<file path="src/rtl/mem_stage_sequencer_if.sv">
// Bundle between the pipeline MEM stage, the sequencer and the memory controller.
// The master side drives requests and read data; the slave is the sequencer.
interface mem_stage_sequencer_if;
  logic        req_valid;
  logic        req_we;
  logic [31:0] req_addr;
  logic [31:0] req_wdata;
  logic        mc_we;
  logic [31:0] mc_address;
  logic [31:0] mc_wd;
  logic [31:0] mc_rd;
  logic        stall;
  logic        done;
  logic [31:0] rdata;
  logic        fault;

  modport master (
    output req_valid, req_we, req_addr, req_wdata, mc_rd,
    input  mc_we, mc_address, mc_wd, stall, done, rdata, fault
  );

  modport slave (
    input  req_valid, req_we, req_addr, req_wdata, mc_rd,
    output mc_we, mc_address, mc_wd, stall, done, rdata, fault
  );
endinterface

</file>
<file path="src/rtl/mem_stage_sequencer.sv">
// Sequences one MEM-stage load/store onto a ROM (combinational read) / RAM (one-cycle read)
// memory controller, flags illegal accesses and keeps saturating event counters.
module mem_stage_sequencer #(
  parameter logic [31:0] ROM_BASE = 32'd400,
  parameter logic [31:0] RAM_BASE = 32'd8500,
  parameter logic [31:0] RAM_END  = 32'd138100,
  parameter int          STAT_W   = 16
) (
  input  logic                  clk,
  input  logic                  rst_n,
  mem_stage_sequencer_if.slave  bus,
  output logic [STAT_W-1:0]     stat_reads,
  output logic [STAT_W-1:0]     stat_writes,
  output logic [STAT_W-1:0]     stat_faults
);

  typedef enum logic [1:0] {
    IDLE     = 2'd0,
    RAM_WAIT = 2'd1,
    DONE     = 2'd2
  } state_t;

  state_t      state_q, state_d;
  logic [31:0] addr_q, addr_d;
  logic [31:0] rdata_q, rdata_d;
  logic        fault_q, fault_d;
  logic        we_q, we_d;
  logic        is_rom, is_ram;
  logic        done_c, mc_we_c;
  logic [2:0]  cnt_inc;  // bit0 reads, bit1 writes, bit2 faults

  assign is_rom = (bus.req_addr >= ROM_BASE) && (bus.req_addr < RAM_BASE);
  assign is_ram = (bus.req_addr >= RAM_BASE) && (bus.req_addr < RAM_END);

  always_comb begin
    state_d        = state_q;
    addr_d         = addr_q;
    rdata_d        = rdata_q;
    fault_d        = fault_q;
    we_d           = we_q;
    mc_we_c        = 1'b0;
    done_c         = 1'b0;
    cnt_inc        = 3'b000;
    bus.mc_address = addr_q;
    case (state_q)
      IDLE: begin
        bus.mc_address = bus.req_addr;
        if (bus.req_valid) begin
          addr_d  = bus.req_addr;
          we_d    = bus.req_we;
          fault_d = 1'b0;
          if (!bus.req_we && is_rom) begin
            rdata_d = bus.mc_rd;
            state_d = DONE;
          end else if (!bus.req_we && is_ram) begin
            state_d = RAM_WAIT;
          end else if (bus.req_we && is_ram) begin
            // Gated so a store held during reset never reaches the controller.
            mc_we_c = rst_n;
            state_d = DONE;
          end else begin
            fault_d = 1'b1;
            rdata_d = 32'd0;
            state_d = DONE;
          end
        end
      end
      RAM_WAIT: begin
        rdata_d = bus.mc_rd;
        state_d = DONE;
      end
      DONE: begin
        done_c  = 1'b1;
        state_d = IDLE;
        cnt_inc = fault_q ? 3'b100 : (we_q ? 3'b010 : 3'b001);
      end
      default: state_d = IDLE;
    endcase
  end

  always_ff @(posedge clk or negedge rst_n) begin
    if (!rst_n) begin
      state_q <= IDLE;
      addr_q  <= 32'd0;
      rdata_q <= 32'd0;
      fault_q <= 1'b0;
      we_q    <= 1'b0;
    end else begin
      state_q <= state_d;
      addr_q  <= addr_d;
      rdata_q <= rdata_d;
      fault_q <= fault_d;
      we_q    <= we_d;
    end
  end

  genvar gi;
  generate
    for (gi = 0; gi < 3; gi++) begin : g_cnt
      logic [STAT_W-1:0] cnt_q, cnt_d;

      always_comb begin
        cnt_d = cnt_q;
        if (cnt_inc[gi] && (cnt_q != {STAT_W{1'b1}})) cnt_d = cnt_q + 1'b1;
      end

      always_ff @(posedge clk or negedge rst_n) begin
        if (!rst_n) cnt_q <= '0;
        else        cnt_q <= cnt_d;
      end
    end
  endgenerate

  assign stat_reads  = g_cnt[0].cnt_q;
  assign stat_writes = g_cnt[1].cnt_q;
  assign stat_faults = g_cnt[2].cnt_q;

  assign bus.mc_we = mc_we_c;
  assign bus.mc_wd = bus.req_wdata;
  assign bus.done  = done_c;
  assign bus.stall = bus.req_valid & ~done_c;
  assign bus.fault = done_c & fault_q;
  assign bus.rdata = rdata_q;

endmodule

</file>
<file path="src/flat_wrapper.sv">
// flat-port wrapper written by rule: the top's interface ports become plain ports
module mem_stage_sequencer_flat 
#(
  parameter logic [31:0] ROM_BASE = 32'd400,
  parameter logic [31:0] RAM_BASE = 32'd8500,
  parameter logic [31:0] RAM_END  = 32'd138100,
  parameter int          STAT_W   = 16
)
  (clk, rst_n, stat_reads, stat_writes, stat_faults, bus_req_valid, bus_req_we, bus_req_addr, bus_req_wdata, bus_mc_rd, bus_mc_we, bus_mc_address, bus_mc_wd, bus_stall, bus_done, bus_rdata, bus_fault);
  mem_stage_sequencer_if bus_i ();
  input  logic clk;
  input  logic rst_n;
  output logic [STAT_W-1:0] stat_reads;
  output logic [STAT_W-1:0] stat_writes;
  output logic [STAT_W-1:0] stat_faults;
  input wire logic [$bits(bus_i.req_valid)-1:0] bus_req_valid;
  input wire logic [$bits(bus_i.req_we)-1:0] bus_req_we;
  input wire logic [$bits(bus_i.req_addr)-1:0] bus_req_addr;
  input wire logic [$bits(bus_i.req_wdata)-1:0] bus_req_wdata;
  input wire logic [$bits(bus_i.mc_rd)-1:0] bus_mc_rd;
  output wire logic [$bits(bus_i.mc_we)-1:0] bus_mc_we;
  output wire logic [$bits(bus_i.mc_address)-1:0] bus_mc_address;
  output wire logic [$bits(bus_i.mc_wd)-1:0] bus_mc_wd;
  output wire logic [$bits(bus_i.stall)-1:0] bus_stall;
  output wire logic [$bits(bus_i.done)-1:0] bus_done;
  output wire logic [$bits(bus_i.rdata)-1:0] bus_rdata;
  output wire logic [$bits(bus_i.fault)-1:0] bus_fault;
  assign bus_i.req_valid = bus_req_valid;
  assign bus_i.req_we = bus_req_we;
  assign bus_i.req_addr = bus_req_addr;
  assign bus_i.req_wdata = bus_req_wdata;
  assign bus_i.mc_rd = bus_mc_rd;
  assign bus_mc_we = bus_i.mc_we;
  assign bus_mc_address = bus_i.mc_address;
  assign bus_mc_wd = bus_i.mc_wd;
  assign bus_stall = bus_i.stall;
  assign bus_done = bus_i.done;
  assign bus_rdata = bus_i.rdata;
  assign bus_fault = bus_i.fault;
  mem_stage_sequencer #(.ROM_BASE(ROM_BASE), .RAM_BASE(RAM_BASE), .RAM_END(RAM_END), .STAT_W(STAT_W)) u_core (.clk(clk), .rst_n(rst_n), .bus(bus_i), .stat_reads(stat_reads), .stat_writes(stat_writes), .stat_faults(stat_faults));
endmodule
</file>
<file path="config.mk">
export PLATFORM = sky130hd
export DESIGN_NAME = mem_stage_sequencer_flat
export DESIGN_NICKNAME = d
export VERILOG_FILES = /design/src/rtl/mem_stage_sequencer_if.sv /design/src/rtl/mem_stage_sequencer.sv /design/src/flat_wrapper.sv
export SDC_FILE = /design/constraint.sdc
export NUM_CORES = 1
export LEC_CHECK = 0
export CORE_ASPECT_RATIO = 0.75
export CORE_MARGIN = 8
export CORE_UTILIZATION = 44
export CTS_BUF_LIST = sky130_fd_sc_hd__clkbuf_16
export CTS_CLUSTER_SIZE = 30
export DETAILED_ROUTE_END_ITERATION = 6
export PLACE_DENSITY = 0.81
export SLEW_MARGIN = 0
export SYNTH_ARGS = -nofsm -noshare
export SYNTH_HDL_FRONTEND = slang
export SYNTH_SLANG_ARGS = --single-unit
</file>
<file path="constraint.sdc">
create_clock -name clk -period 2.4 [get_ports clk]
set_input_delay 0.24 -clock clk [delete_from_list [all_inputs] [get_ports clk]]
set_output_delay 0.24 -clock clk [all_outputs]
set_load 0.005 [all_outputs]
</file>
Word-level counts from Yosys, hierarchy flattened
Index checks and enable logic that the tools add are counted.
{ "op_classes": {"bitwise": 3, "magnitude_cmp": 4, "n_mux": 22, "n_reduce_logical": 13, "eq_ne": 8, "add_sub_neg": 3} }
{ "ops": {"columns": ["cell", "count"], "rows": [
  ["$mux W32", 5],
  ["$pmux W32 S2", 1],
  ["$add A16 B1 Y16 const B", 3],
  ["$ne A16 B16 Y1 const B", 3],
  ["$ge A32 B14 Y1 const B", 1],
  ["$ge A32 B9 Y1 const B", 1],
  ["$lt A32 B14 Y1 const B", 1],
  ["$lt A32 B18 Y1 const B", 1],
  ["$mux W1", 9],
  ["$logic_and A1 B1 Y1", 8],
  ["$mux W2", 4],
  ["$mux W3", 2],
  ["$ne A3 B2 Y1 const B", 2],
  ["$pmux W2 S2", 1],
  ["$reduce_and A4 Y1", 1],
  ["$and A1 B1 Y1", 2],
  ["$eq A2 B1 Y1 const B", 1],
  ["$eq A2 B2 Y1 const B", 1],
  ["$logic_not A2 Y1", 1],
  ["$ne A2 B2 Y1 const B", 1],
  ["$reduce_and A2 Y1", 1],
  ["$reduce_bool A2 Y1", 1],
  ["$logic_not A1 Y1", 1],
  ["$not A1 Y1", 1]
]} }
{ "totals": {"output_inout_bits": 148, "register_bits": 116, "word_cells": 61, "in_bits": 100} }

Logic depth before layout (Yosys ltp)
Gate-level depths: netlist of run 1.
{ "logic_depth": {"word_depth": 8, "ltp_mapped": 6, "ltp_nobuf": 6} }

Worst setup path after synthesis of run 1
Ideal clock, no wire load.
{ "synth_timing": {"path_kind": "reg-to-reg", "from": "reg u_core.state_q[0]", "to": "reg u_core.g_cnt[0].cnt_q[13] (netlist: u_core.stat_reads[13])", "period_less_slack_ps": 1905, "required_ps": 2277, "setup_time_ps": 123, "arrival_ps": 1782, "path_slack_ps": 495, "path_stages_with_launch": 6, "path_cell_list": "dfrtp_1 -> and2b_1 -> or3b_2 -> a2111oi_2 -> nand4_1 -> xnor2_1"} }
{ "synth_between": {"elab_chain_len": 3} }
{ "synth_rtl": {"columns": ["item", "line_no", "rtl"], "rows": [
  ["start, declared", "mem_stage_sequencer.sv:23", "state_t state_q, state_d;"],
  ["start signal, assigned", "mem_stage_sequencer.sv:89", "state_q <= state_d;"],
  ["$eq A2 B2 Y1", "mem_stage_sequencer.sv:45", "case (state_q)"],
  ["$mux W3", "mem_stage_sequencer.sv:45", null],
  ["$logic_and A1 B1 Y1", "mem_stage_sequencer.sv:104", "if (cnt_inc[gi] && (cnt_q != {STAT_W{1'b1}})) cnt_d = cnt_q + 1'b1;"],
  ["end signal, assigned", "mem_stage_sequencer.sv:109", "else cnt_q <= cnt_d;"],
  ["end, declared", "mem_stage_sequencer.sv:100", "logic [STAT_W-1:0] cnt_q, cnt_d;"]
]} }
No other way between the ends.
A chain may end at the register's enable or synchronous reset.

Worst setup path after layout of run 1
{ "layout_timing": {"from": "reg u_core.state_q[0]", "to": "out bus_mc_address[10]"} }
{ "layout_between": {"elab_chain_len": 2} }
{ "layout_rtl": {"columns": ["item", "line_no", "rtl"], "rows": [
  ["$logic_not A2 Y1", "mem_stage_sequencer.sv:45", null],
  ["$mux W32", "mem_stage_sequencer.sv:45", null],
  ["end, declared", "flat_wrapper.sv:22", "output wire logic [$bits(bus_i.mc_address)-1:0] bus_mc_address;"]
]} }
No other way between the ends.

==> impl_metrics.sql, run 1 <==
INSERT INTO impl_metrics (metric_group, metric, value, unit) VALUES
('outcome', 'outcome', 'finished clean', ''),
('power', 'power_per_cell_area', '653.9', 'nW/um2'),
('setup_path', 'worst_setup_path_start_kind', 'register', ''),
('floorplan', 'design.portCount', '248', ''),
('power', 'power.ir.vdd_worst', '445.7', 'uV'),
('place', 'routability_congestion_estimate', '0.8377', ''),
('timing', 'drv_slew', '0', ''),
('global_route', 'vias_in_the_first_global_route', '5695', ''),
('yosys', 'number_of_storage_elements_in_the_synthesis_netlist', '116', ''),
('yosys', 'synthesis.yosys.warnings', '0', ''),
('finish', 'layout-drive-gt1-share', '0.1601', ''),
('setup_path', 'worstSetupPathType', 'register to output pin', ''),
('floorplan', 'initial_utilization', '0.4535', ''),
('finish', 'fraction_of_the_core_area_covered_by_cells_at_the_end_of_the_flow', '0.6457', ''),
('yosys', 'synth_edf_count', '0', ''),
('job', 'max-cap-violations', '0', ''),
('yosys', 'synthCells', '618', ''),
('timing', 'finalWorstSetupSlack', '0.09568', 'ns'),
('timing', 'final_count_of_negative_setup_slack_endpoints', '0', ''),
('power', 'total_leakage_power', '0.003892', 'uW'),
('global_route', 'grt_pass1_wl', '29760', 'um'),
('floorplan', 'placement_rows', '37', ''),
('clocking', 'worstSkewPairLatency', '0.40', 'ns'),
('floorplan', 'placeableCoreArea', '13800', 'um2'),
('finish', 'layout-area-overhead-vs-synth', '42.40', '%'),
('route', 'routed-via-count', '5295', ''),
('yosys', 'post-synth-top-area-fraction', '0.4640', ''),
('finish', 'mostFrequentLayoutCell', 'sky130_fd_sc_hd__clkdlybuf4s50_1', ''),
('place', 'place_inst', '959', ''),
('yosys', 'synth_top_flop_cell', 'sky130_fd_sc_hd__dfrtp_1', ''),
('floorplan', 'dieHeight', '119.3', 'um'),
('setup_path', 'crit_path_cell_trace', 'nor2_4, buf_12, mux2_2, clkdlybuf4s50_1', ''),
('finish', 'nNetsFinal', '908', ''),
('clocking', 'cts_num_sinks', '116', ''),
('setup_path', 'timing.critical_path.to_type', 'output pin', ''),
('floorplan', 'die-width', '153.7', 'um'),
('timing', 'totalNegativeSetupSlack', '0', 'ns'),
('setup_path', 'worst_path_largest_cell_delay', '0.47', 'ns'),
('global_route', 'global_route.usage.total', '0.1977', ''),
('setup_path', 'worstPathArrival', '2.06', 'ns'),
('finish', 'seqCellArea', '2903', 'um2'),
('route', 'first_drt_pass_iteration_count', '5', ''),
('setup_path', 'critical_path.top_delay_family', 'buffers and inverters', ''),
('floorplan', 'dieArea', '18330', 'um2'),
('setup_path', 'worst_ep_required', '2.16', 'ns'),
('route', 'avgViaCountPerCell', '5.332', ''),
('global_route', 'grt_max_degree', '64', ''),
('setup_path', 'crit_path_top_delay_cell', 'sky130_fd_sc_hd__clkdlybuf4s50_1', ''),
('clocking', 'cts_buffer_depth', '2', ''),
('finish', 'antenna-diode-count', '0', ''),
('clocking', 'cts_inserted_buffers', '17', ''),
('place', 'hpwl', '13240', 'um'),
('place', 'portBuffers', '183', ''),
('timing', 'unrepaired_setup_endpoints_after_global_routing', 'no', ''),
('timing', 'worst-slew-pin-transition', '0.8045', 'ns'),
('timing', 'fmax', '0.4340', 'GHz'),
('global_route', 'grt.overflow.total', '0', ''),
('global_route', 'initial_antenna_violation_count', '0', ''),
('yosys', 'post-synth-top-area-cell', 'sky130_fd_sc_hd__dfrtp_1', ''),
('yosys', 'synthesis.area_per_instance', '10.12', 'um2'),
('yosys', 'async_reset_ff_frac', '1.000', ''),
('route', 'drt_iter0_markers', '316', ''),
('route', 'postRouteWirelength', '18090', 'um'),
('route', 'post_drt_wl_per_cell', '18.22', 'um'),
('hold_path', 'worstHoldPathType', 'input pin to register', ''),
('finish', 'multi_input_area', '2865', 'um2'),
('yosys', 'synth_seq_area_share', '0.4640', ''),
('yosys', 'synth.distinct_cells', '49', ''),
('route', 'remaining_drc_errors', '0', ''),
('setup_path', 'worstPathMaxFanout', '27', ''),
('clocking', 'h-tree-depth', '4', '');
[kinds of logic (layout without fill, tap and decap cells)]
| group | count (synthesis) | after routing | share of synthesized area |
|---|---|---|---|
| compound gates | 56 | 56 | 0.08060 |
| xor+xnor | 43 | 43 | 0.06020 |
| fa+ha+maj | 3 | 3 | 0.006001 |
| buf+inv | 98 | 298 | 0.08640 |
| flops | 116 | 116 | 0.4640 |
| mux | 68 | 68 | 0.1160 |
| simple gates | 234 | 234 | 0.1868 |
[synthesized netlist by cell type (3+ instances only)]
| cell | n |
|---|---|
| sky130_fd_sc_hd__a21oi_1 | 4 |
| sky130_fd_sc_hd__mux2i_1 | 32 |
| sky130_fd_sc_hd__nand3_1 | 18 |
| sky130_fd_sc_hd__nand4_1 | 16 |
| sky130_fd_sc_hd__nand2_1 | 117 |
| sky130_fd_sc_hd__buf_4 | 32 |
| sky130_fd_sc_hd__nor2b_1 | 35 |
| sky130_fd_sc_hd__buf_2 | 3 |
| sky130_fd_sc_hd__inv_1 | 38 |
| sky130_fd_sc_hd__nor3_1 | 5 |
| sky130_fd_sc_hd__clkbuf_1 | 21 |
| sky130_fd_sc_hd__and3_1 | 8 |
| sky130_fd_sc_hd__or3_1 | 3 |
| sky130_fd_sc_hd__mux2_2 | 36 |
| sky130_fd_sc_hd__a32oi_1 | 32 |
| sky130_fd_sc_hd__ha_1 | 3 |
| sky130_fd_sc_hd__o21ai_0 | 3 |
| sky130_fd_sc_hd__nor4_1 | 4 |
| sky130_fd_sc_hd__nor2_1 | 10 |
| sky130_fd_sc_hd__and2_1 | 3 |
| sky130_fd_sc_hd__xor2_1 | 10 |
| sky130_fd_sc_hd__buf_12 | 3 |
| sky130_fd_sc_hd__xnor2_1 | 33 |
| sky130_fd_sc_hd__a211oi_1 | 5 |
| sky130_fd_sc_hd__dfrtp_1 | 116 |
[registers in the layout, indices dropped and copies added, names as in the netlist]
name,flops
u_core.fault_q,1
u_core.stat_faults,16
u_core.stat_reads,16
u_core.stat_writes,16
u_core.bus.rdata,32
u_core.addr_q,32
u_core.state_q,2
u_core.we_q,1
[power breakdown]
group          internal (uW)  switching (uW)  total (uW)  leakage, uW
logic                    640             454        1090      0.00208
registers               2140             191        2330      0.00154
clock network           1510             895        2410     0.000269
[layout make-up]
class	count	share of cell area
repair buffers	228	0.2480
flip-flops and latches	116	0.3258
inverters	38	0.01601
clock inverters	15	0.01615
multi-input cells	404	0.3216
clock buffers	17	0.04775
well taps	175	0.02458
[worst min-delay path, delay by kind of cell]
| family | cells | cell delay [ns] |
|---|---|---|
| and+or+nand+nor | 2 | 0.12 |
| buffers and inverters | 1 | 0.16 |
[what timing repair did]
action / CTS / global route
endpoints found under the setup margin: 28 / 26
pin swaps: 3 / 5
hold endpoints to repair: 6 / 0
resized for setup: 4 / 8
setup buffers: 1 / 0
hold buffers: 1 / 0
[path summary, 6_finish.rpt]
kind / from / to / slack [ns] / depth (start not counted)
setup / recovery: u_core.state_q[0] / bus_mc_address[10] / 0.1 / 4
hold / removal: bus_req_addr[19] / u_core.addr_q[19] / 0.16 / 3
setup reg to reg: u_core.state_q[0] / u_core.stat_reads[13] / 0.21 / 5
hold reg to reg: u_core.addr_q[23] / u_core.addr_q[23] / 0.47 / 2
max in group asynchronous: rst_n / u_core.addr_q[1] / 1.28 / 3
min in group asynchronous: rst_n / u_core.bus.rdata[10] / 0.53 / 3
[metrics by stage]
step / hold slack (ns) / total power, uW / area (um2)
finish: 0.1600 / 5825 / 8909
global route: 0.1651 / 6099 / 8909
CTS: 0.2891 / 5889 / 8884
detailed placement: 0.4380 / 3443 / 8288
global placement: 0.4219 / 3386 / 8288
floorplan: -0.05559 / 2785 / 6256
[metal layers]
metal	GRT usage	up-vias	share of wire
met5	0	-	0
met4	0.05311	0	0.011
met3	0.07370	22	0.083
met2	0.3184	212	0.47
met1	0.2466	2593	0.44
li1	-	2468	-
No activity file was read; power rests on OpenSTA's default activity.
==> inputs of run 2 (changes only) <==
CORE_MARGIN = 10   (was 8)
==> impl_metrics.sql, run 2 (synthesized netlist as in run 1, its figures left out) <==
INSERT INTO impl_metrics (metric_group, metric, value, unit) VALUES
('outcome', 'outcome', 'finished clean', ''),
('timing', 'worst-slew-pin-transition', '0.7103', 'ns'),
('timing', 'fin_crit', '2.314', 'ns'),
('place', 'post_place_instance_area', '8260', 'um2'),
('route', 'first_drt_pass_iteration_count', '7', ''),
('route', 'detail-route-antenna-nets', '0', ''),
('floorplan', 'placement_rows', '37', ''),
('finish', 'nNetsFinal', '904', ''),
('global_route', 'grt_max_degree', '55', ''),
('global_route', 'grt_pass1_wl', '29220', 'um'),
('timing', 'hold_viol', '0', ''),
('place', 'portBuffers', '183', ''),
('floorplan', 'initial_utilization', '0.4520', ''),
('setup_path', 'worst-r2r-setup-slack', '0.18', 'ns'),
('setup_path', 'worstPathArrival', '2.07', 'ns'),
('finish', 'antenna-diode-count', '0', ''),
('global_route', 'vias_in_the_first_global_route', '5697', ''),
('clocking', 'h-tree-depth', '4', ''),
('finish', 'mostFrequentLayoutCell', 'sky130_fd_sc_hd__clkdlybuf4s50_1', ''),
('floorplan', 'dieHeight', '123.3', 'um'),
('finish', 'layout-drive-gt1-share', '0.1560', ''),
('setup_path', 'worstSetupPathType', 'register to output pin', ''),
('clocking', 'cts_inserted_buffers', '17', ''),
('clocking', 'cts.root.buffer_cell', 'sky130_fd_sc_hd__clkbuf_16', ''),
('route', 'routed-via-count', '5356', ''),
('route', 'drt_iter0_markers', '285', ''),
('place', 'hpwl', '13120', 'um'),
('power', 'power_per_cell_area', '677.6', 'nW/um2'),
('timing', 'clock_skew', '0.01191', 'ns'),
('clocking', 'cts_setup_buffers', '0', ''),
('clocking', 'clk_pin_slew_worst_paths', '0.06', 'ns'),
('floorplan', 'design.portCount', '248', ''),
('setup_path', 'worst_r2r_startpoint', 'u_core.state_q[0]', ''),
('timing', 'drv_slew', '0', ''),
('timing', 'fmax', '0.4322', 'GHz'),
('route', 'remaining_drc_errors', '0', ''),
('route', 'postRouteWirelength', '18280', 'um'),
('finish', 'post-route-cell-area', '8911', 'um2'),
('finish', 'layout_common_cells', 'sky130_fd_sc_hd__clkdlybuf4s50_1, sky130_fd_sc_hd__nand2_1, sky130_fd_sc_hd__dfrtp_1', ''),
('setup_path', 'worstPathMaxFanout', '34', ''),
('finish', 'multi_input_area', '2863', 'um2'),
('floorplan', 'dieArea', '19440', 'um2'),
('setup_path', 'ff_to_ff_end', 'u_core.stat_reads[13]', ''),
('route', 'avgViaCountPerCell', '5.416', ''),
('finish', 'layout-area-overhead-vs-synth', '42.44', '%'),
('timing', 'finalCritPeriodShare', '0.9640', ''),
('power', 'power.ir.vdd_worst', '436.3', 'uV'),
('global_route', 'initial_antenna_violation_count', '0', ''),
('setup_path', 'worst_ep_required', '2.16', 'ns'),
('power', 'total_power', '6038', 'uW'),
('finish', 'n_fill_cell', '1066', ''),
('power', 'total_leakage_power', '0.003878', 'uW'),
('floorplan', 'placeableCoreArea', '13840', 'um2'),
('setup_path', 'worst_setup_path_start_kind', 'register', ''),
('setup_path', 'worst_reg2reg_path_depth', '5', ''),
('clocking', 'tritoncts_clock_tree', 'done', ''),
('clocking', 'worstSkewPairLatency', '0.41', 'ns'),
('timing', 'maxSlewHeadroom', '0.5265', ''),
('global_route', 'global_route.usage.total', '0.1863', ''),
('hold_path', 'worstHoldPathType', 'input pin to asynchronous set/reset pin', ''),
('setup_path', 'timing.critical_path.to_type', 'output pin', ''),
('timing', 'final_count_of_negative_setup_slack_endpoints', '0', ''),
('global_route', 'grt.overflow.total', '0', ''),
('finish', 'seqCellArea', '2903', 'um2'),
('clocking', 'cts_buffer_depth', '2', ''),
('floorplan', 'die-width', '157.7', 'um'),
('job', 'max-cap-violations', '0', ''),
('place', 'routability_congestion_estimate', '0.8644', ''),
('timing', 'hold_slack', '0.2378', 'ns'),
('route', 'post_drt_wl_per_cell', '18.49', 'um'),
('clocking', 'cts_num_sinks', '116', '');
run 2: worst max path at each step:
stage	startpoint	end	slack [ns]	depth (start not counted)
floorplan	u_core.state_q[0]	u_core.stat_reads[13]	0.50	5
finish	u_core.state_q[1]	bus_mc_address[2]	0.09	4
global route	bus_req_addr[30]	bus_mc_we	-0.005	7
CTS	u_core.state_q[1]	bus_mc_address[2]	0.06	4
global placement	bus_req_addr[14]	bus_mc_we	-0.41	8
detailed placement	bus_req_addr[14]	bus_mc_we	-0.42	8
run 2: final cells by class:
type,count,area share
clock buffers,17,0.04774
clock inverters,15,0.02120
inverters,38,0.01601
multi-input cells,404,0.3213
flip-flops and latches,116,0.3258
well taps,175,0.02457
repair buffers,224,0.2435
run 2: repair_timing:
item	4_1_cts	5_1_grt
endpoints found under the hold margin	10	0
gates resized for setup	10	1
hold buffers	1	0
pin swaps	4	0
setup endpoints to repair	1	1
run 2: critical path, stage by stage (launching register included):
cell,delay (ns)
sky130_fd_sc_hd__dfrtp_1,0.42
sky130_fd_sc_hd__nor2_2,0.17
sky130_fd_sc_hd__buf_12,0.23
sky130_fd_sc_hd__mux2_2,0.37
sky130_fd_sc_hd__clkdlybuf4s50_1,0.48
run 2: metrics by stage:
| step | util | setup slack, ns | TNS [ns] | instances |
|---|---|---|---|---|
| after floorplan | - | 0.4952 | 0 | 618 |
| after global routing | 0.6438 | -0.004854 | -0.004854 | 989 |
| final | 0.6438 | 0.08639 | 0 | 989 |
| after global placement | 0.5968 | -0.4136 | -5.418 | 956 |
| after CTS | 0.6431 | 0.05585 | 0 | 989 |
| after detailed placement | 0.5968 | -0.4233 | -7.679 | 956 |
run 2: layer usage:
metal	up-vias	global-route usage	wire, um	part of all wire
li1	2466	-	-	-
met1	2633	0.2273	7702	0.42
met2	246	0.2967	8480	0.46
met3	11	0.08085	1996	0.11
met4	0	0.05012	104	0.0057
met5	-	0	0	0
run 2: power breakdown:
part	total (uW)	internal (uW)	switching (uW)
combinational	1080	633	452
sequential	2320	2140	188
clock	2630	1720	906
total	6040	4490	1550
